File: src/rtl/nucore_pkg.sv
// Shared Nucore datapath definitions: widths, ALU opcodes and the
// opcode-validity predicate.
package nucore_pkg;

   localparam int N_WIDTH = 32;
   localparam int REG_AW  = 4;
   localparam int CTRL_W  = 3;

   typedef logic [CTRL_W-1:0] alu_op_t;

   localparam alu_op_t ALU_ADD = 3'b011;
   localparam alu_op_t ALU_SUB = 3'b100;
   localparam alu_op_t ALU_OR  = 3'b101;
   localparam alu_op_t ALU_AND = 3'b110;
   localparam alu_op_t ALU_SHL = 3'b111;

   function automatic logic is_valid_op(input alu_op_t op);
      return (op == ALU_ADD) || (op == ALU_SUB) || (op == ALU_OR) ||
             (op == ALU_AND) || (op == ALU_SHL);
   endfunction

endpackage

File: src/rtl/nucore_regfile.sv
// Register file: two combinational read ports, one synchronous write
// port, R0 hardwired to zero, synchronous active-low clear.
module nucore_regfile
   import nucore_pkg::*;
#(
   parameter int n    = N_WIDTH,
   parameter int NREG = 16,
   localparam int RAW = $clog2(NREG)
) (
   input  logic           clk,
   input  logic           rst_n,
   input  logic           we,
   input  logic [RAW-1:0] waddr,
   input  logic [n-1:0]   wdata,
   input  logic [RAW-1:0] raddr_a,
   output logic [n-1:0]   rdata_a,
   input  logic [RAW-1:0] raddr_b,
   output logic [n-1:0]   rdata_b
);

   logic [n-1:0] mem [NREG];

   always_ff @(posedge clk) begin
      if (!rst_n) begin
         for (int i = 0; i < NREG; i++) mem[i] <= '0;
      end else if (we && (waddr != '0)) begin
         mem[waddr] <= wdata;
      end
   end

   assign rdata_a = (raddr_a == '0) ? '0 : mem[raddr_a];
   assign rdata_b = (raddr_b == '0) ? '0 : mem[raddr_b];

endmodule

File: src/rtl/alu_operand_stage.sv
// Execute-entry stage: owns the register file, resolves operands with
// forwarding and holds them in the ID/EX register driving the ALU.
module alu_operand_stage
   import nucore_pkg::*;
#(
   parameter int n    = N_WIDTH,
   parameter int NREG = 16,
   localparam int RAW = $clog2(NREG)
) (
   input  logic           clk,
   input  logic           rst_n,
   input  logic           InValid,
   output logic           InReady,
   input  logic [2:0]     InCtrl,
   input  logic [RAW-1:0] InRA,
   input  logic [RAW-1:0] InRB,
   input  logic [RAW-1:0] InRD,
   input  logic [n-1:0]   InImm,
   input  logic           InUseImm,
   output logic           OutValid,
   input  logic           OutReady,
   output logic [n-1:0]   OPA,
   output logic [n-1:0]   OPB,
   output logic [2:0]     ALUCtrl,
   output logic [RAW-1:0] OutRD,
   input  logic [n-1:0]   ALUResult,
   input  logic           WBEn,
   input  logic [RAW-1:0] WBAddr,
   input  logic [n-1:0]   WBData
);

   logic           vld_p1;
   logic [n-1:0]   opa_p1, opb_p1;
   alu_op_t        ctrl_p1;
   logic [RAW-1:0] rd_p1;

   logic           pend_valid;
   logic [RAW-1:0] pend_rd;
   logic [n-1:0]   pend_data;

   logic           handoff, accept;
   logic [n-1:0]   rf_a, rf_b;
   logic [n-1:0]   opa_p0, opb_p0, opb_reg;

   nucore_regfile #(.n(n), .NREG(NREG)) u_regfile (
      .clk     (clk),
      .rst_n   (rst_n),
      .we      (WBEn),
      .waddr   (WBAddr),
      .wdata   (WBData),
      .raddr_a (InRA),
      .rdata_a (rf_a),
      .raddr_b (InRB),
      .rdata_b (rf_b)
   );

   // Priority: in-flight ALU result, then pending entry, then write-back
   // strobe, then stored value; R0 never forwards.
   function automatic logic [n-1:0] resolve(
      input logic [RAW-1:0] s,
      input logic [n-1:0]   rf_val,
      input logic           ho,
      input logic [RAW-1:0] ho_rd,
      input logic [n-1:0]   alu_res,
      input logic           pv,
      input logic [RAW-1:0] prd,
      input logic [n-1:0]   pdata,
      input logic           wben,
      input logic [RAW-1:0] wbaddr,
      input logic [n-1:0]   wbdata
   );
      if (s == '0)                  return '0;
      if (ho && (ho_rd == s))       return alu_res;
      if (pv && (prd == s))         return pdata;
      if (wben && (wbaddr == s))    return wbdata;
      return rf_val;
   endfunction

   assign handoff = vld_p1 && OutReady;
   assign InReady = !vld_p1 || OutReady;
   assign accept  = InValid && InReady;

   // Stage p0: operand resolution for the instruction being accepted
   always_comb begin
      opa_p0  = resolve(InRA, rf_a, handoff, rd_p1, ALUResult,
                        pend_valid, pend_rd, pend_data, WBEn, WBAddr, WBData);
      opb_reg = resolve(InRB, rf_b, handoff, rd_p1, ALUResult,
                        pend_valid, pend_rd, pend_data, WBEn, WBAddr, WBData);
      opb_p0  = InUseImm ? InImm : opb_reg;
   end

   // Stage p1: ID/EX register feeding the ALU
   always_ff @(posedge clk) begin
      if (!rst_n) begin
         vld_p1  <= 1'b0;
         opa_p1  <= '0;
         opb_p1  <= '0;
         ctrl_p1 <= '0;
         rd_p1   <= '0;
      end else if (accept) begin
         vld_p1  <= 1'b1;
         opa_p1  <= opa_p0;
         opb_p1  <= opb_p0;
         ctrl_p1 <= InCtrl;
         rd_p1   <= is_valid_op(InCtrl) ? InRD : '0;
      end else if (handoff) begin
         vld_p1  <= 1'b0;
      end
   end

   // A fresh load takes precedence over a matching write-back clear.
   always_ff @(posedge clk) begin
      if (!rst_n) begin
         pend_valid <= 1'b0;
         pend_rd    <= '0;
         pend_data  <= '0;
      end else if (handoff && (rd_p1 != '0)) begin
         pend_valid <= 1'b1;
         pend_rd    <= rd_p1;
         pend_data  <= ALUResult;
      end else if (pend_valid && WBEn && (WBAddr == pend_rd)) begin
         pend_valid <= 1'b0;
      end
   end

   assign OutValid = vld_p1;
   assign OPA      = opa_p1;
   assign OPB      = opb_p1;
   assign ALUCtrl  = ctrl_p1;
   assign OutRD    = rd_p1;

endmodule

File: config.mk
export PLATFORM = sky130hd
export DESIGN_NAME = alu_operand_stage
export DESIGN_NICKNAME = d
export VERILOG_FILES = /design/src/rtl/nucore_pkg.sv /design/src/rtl/nucore_regfile.sv /design/src/rtl/alu_operand_stage.sv
export SDC_FILE = /design/constraint.sdc
export NUM_CORES = 1
export LEC_CHECK = 0
export CAP_MARGIN = 15
export CORE_MARGIN = 8
export CORE_UTILIZATION = 51
export CTS_CLUSTER_DIAMETER = 30
export DETAILED_ROUTE_END_ITERATION = 6
export PLACE_DENSITY = 0.75
export SKIP_LAST_GASP = 1
export SLEW_MARGIN = 20
export SYNTH_ARGS = -nofsm -noshare
export SYNTH_HDL_FRONTEND = slang
export SYNTH_SLANG_ARGS = --single-unit
File: constraint.sdc
create_clock -name clk -period 4.02 [get_ports clk]
set_clock_uncertainty 0.15 [all_clocks]
set_input_delay 1.005 -clock clk [delete_from_list [all_inputs] [get_ports clk]]
set_output_delay 1.005 -clock clk [all_outputs]
set_load 0.01 [all_outputs]
==> impl_metrics.env, run 1 <==
export IMPL_clk_pin_slew_worst_paths_ns=0.05
export IMPL_grt_max_degree=50
export IMPL_synth_area_leaders="edfxtp_1, mux4_2, and2_1"
export IMPL_final_util_pct=63.6
export IMPL_yosysMostFrequentCell="edfxtp_1"
export IMPL_fp_dieH_um=269
export IMPL_synthCells=2437
export IMPL_fill_cells=4436
export IMPL_cp_cell_sequence="clkdlybuf4s50_1 -> nand2b_1 -> clkdlybuf4s50_1"
export IMPL_layout_setup_ws_ns=0.503
export IMPL_final_area_um2=40100
export IMPL_final_layout_size_suffix_gt1_share_pct=23.4
export IMPL_grt_pass1_vias=24300
export IMPL_cts_sinks=621
export IMPL_drt_pre_antenna_iters=6
export IMPL_routabilityCongestion=0.895
export IMPL_antenna_found_initial=3
export IMPL_placement_io_buffers=193
export IMPL_area_growth_pct=23.2
export IMPL_synth_area_um2=32600
export IMPL_critPathBufInv=2
export IMPL_fmaxAchievable_mhz=284
export IMPL_yosys_area_top_type="edfxtp_1"
export IMPL_rsz0062_at_grt="no"
export IMPL_period_share_pct=87.5
export IMPL_hold_ws_ns=0.310
export IMPL_placed_area_um2=35900
export IMPL_wirelength_um=106000
export IMPL_finalHoldViolCount=0
export IMPL_synth_ff_type="edfxtp_1"
export IMPL_crit_required_ns=2.86
export IMPL_synth_cell_types=47
export IMPL_pre_cts_ws_ns=0.342
export IMPL_end_kind="output pin"
export IMPL_worst_pin_slew_ns=0.969
export IMPL_cts_root_buf="clkbuf_16"
export IMPL_final_setup_viol_count=0
export IMPL_ys_seq_area_share_pct=53.9
export IMPL_cp_max_fo=5
export IMPL_grt_overflow_total=0
export IMPL_cpLargestDelayFamily="buffers and inverters"
export IMPL_holdBufCountCts=0
export IMPL_h_tree_depth=3
export IMPL_cts_inserted_buffers=119
export IMPL_p_leak_nw=14.0
export IMPL_synth_edf_count=512
export IMPL_cts_tree="built"
export IMPL_status="completed"
export IMPL_critical_path_class="input port to output pin"
export IMPL_total_power_mw=19.9
export IMPL_grt_usage_pct=29.0
export IMPL_final_cells=3591
export IMPL_post_cts_buffers=0
export IMPL_fin_tns_setup_ns=0
export IMPL_post_route_min_period_ns=3.52
export IMPL_cap_violations=0
export IMPL_rows=92
export IMPL_avgSynthCellArea_um2=13.4
export IMPL_yosysTopAreaCellShare_pct=47.2
export IMPL_clock_latency_ns=0.68
export IMPL_crit_top_cell="clkdlybuf4s50_1"
export IMPL_crit_arrival_ns=2.36
export IMPL_dpl_hpwl_um=65100
export IMPL_start_util_pct=51.7
export IMPL_min_path_type="flip-flop to flip-flop"
export IMPL_vdd_drop_max_mv=0.380
export IMPL_async_flop_share_pct=0
export IMPL_synth_common_cells="edfxtp_1, and2_1, mux4_2"
export IMPL_grt_pass1_wl_um=156000
export IMPL_pwr_density_cell_nw_per_um2=495
export IMPL_ios=194
export IMPL_post_drt_wl_per_cell_um=29.6
export IMPL_die_w_um=269
export IMPL_place_inst=3363
export IMPL_drc_errors=0
export IMPL_viasPerCell=6.74
export IMPL_cts_max_path_buffers=3
export IMPL_die_area_um2=72300
export IMPL_coreArea_um2=63100
export IMPL_fin_nets=2759
export IMPL_ant_nets=0
export IMPL_drt_iter0_markers=3339
export IMPL_ys_ff_latch=621
export IMPL_cts_resized=0
export IMPL_slew_limit_headroom_pct=35.3
export IMPL_vias=24200
export IMPL_ys_warn_count=0
export IMPL_final_max_slew_violation_count=0
export IMPL_critPathLaunchType="input port"
export IMPL_slowest_stage="clkdlybuf4s50_1"
export IMPL_slowest_delay_ns=0.60
## path summary, 6_finish.rpt
check,startpoint,end,depth (start not counted),slack [ns]
max reg2reg,OutRD[1],OPA[14],7,1.52
max,OutReady,InReady,3,0.50
min,ALUCtrl[1],ALUCtrl[1],2,0.31
min reg2reg,ALUCtrl[1],ALUCtrl[1],2,0.31
## worst min-delay path, stage by stage, from the launching register on
cell     delay (ns)
dfxtp_1        0.30
nand2_1        0.05
a21oi_1        0.06
## cell families after synthesis
| kind of cell | synth area share [%] |
|---|---|
| mux | 17.8 |
| other cells | 0.0115 |
| xor+xnor | 0.776 |
| compound gates | 9.17 |
| simple gates | 14.6 |
| flops | 53.9 |
| buf+inv | 3.77 |
## area by class of cell
| cell class | count | area, µm² | share of cell area, % |
|---|---|---|---|
| antenna | 2 | 5.00 | 0.0125 |
| inverter | 2 | 8.76 | 0.0218 |
| timing repair buffer | 302 | 3200 | 7.97 |
| multi-input combinational | 1592 | 14100 | 35.2 |
| clock inverter | 86 | 1020 | 2.55 |
| clock buffer | 140 | 3160 | 7.87 |
| tap | 846 | 1060 | 2.64 |
| sequential | 621 | 17600 | 43.7 |
## layer usage
layer | GRT usage (%) | vias to the layer above | share of wire [%]
met5 | 0 | - | 0.022
met4 | 10.6 | 4 | 3.1
met3 | 8.97 | 285 | 14
met2 | 47.1 | 1888 | 48
met1 | 36.5 | 12100 | 35
li1 | - | 9889 | -
## flip-flops by register name, indices dropped and copies added (netlist names)
| name | count |
|---|---|
| OPA | 32 |
| OPB | 32 |
| OutValid | 1 |
| pend_valid | 1 |
| OutRD | 4 |
| ALUCtrl | 3 |
| pend_rd | 4 |
| pend_data | 32 |
| u_regfile.mem | 512 |
## placed cells by master, fill, tap and decap left out, drive strengths merged, types with 59 or more instances in the layout
master	count
a21oi	75
dfxtp	109
mux4	255
nor2	59
a221oi	62
clkbuf	142
buf	113
and2	484
o21ai	72
edfxtp	512
a22o	62
clkdlybuf4s50	187
nand2	118
o22ai	93
## where the power goes
group | total [mW] | switching, mW | internal [mW]
Sequential | 7.56 | 0.215 | 7.34
Clock | 10.2 | 3.51 | 6.74
Combinational | 2.08 | 1.14 | 0.940
Total | 19.9 | 4.87 | 15.0
(Power assumes the default switching activity.)
==> run 2, diff against run 1 <==
Settings changed: SKIP_LAST_GASP 1 to default.
==> results of run 2 <==
The final DEF is identical to that of run 1; final timing and power are the same.
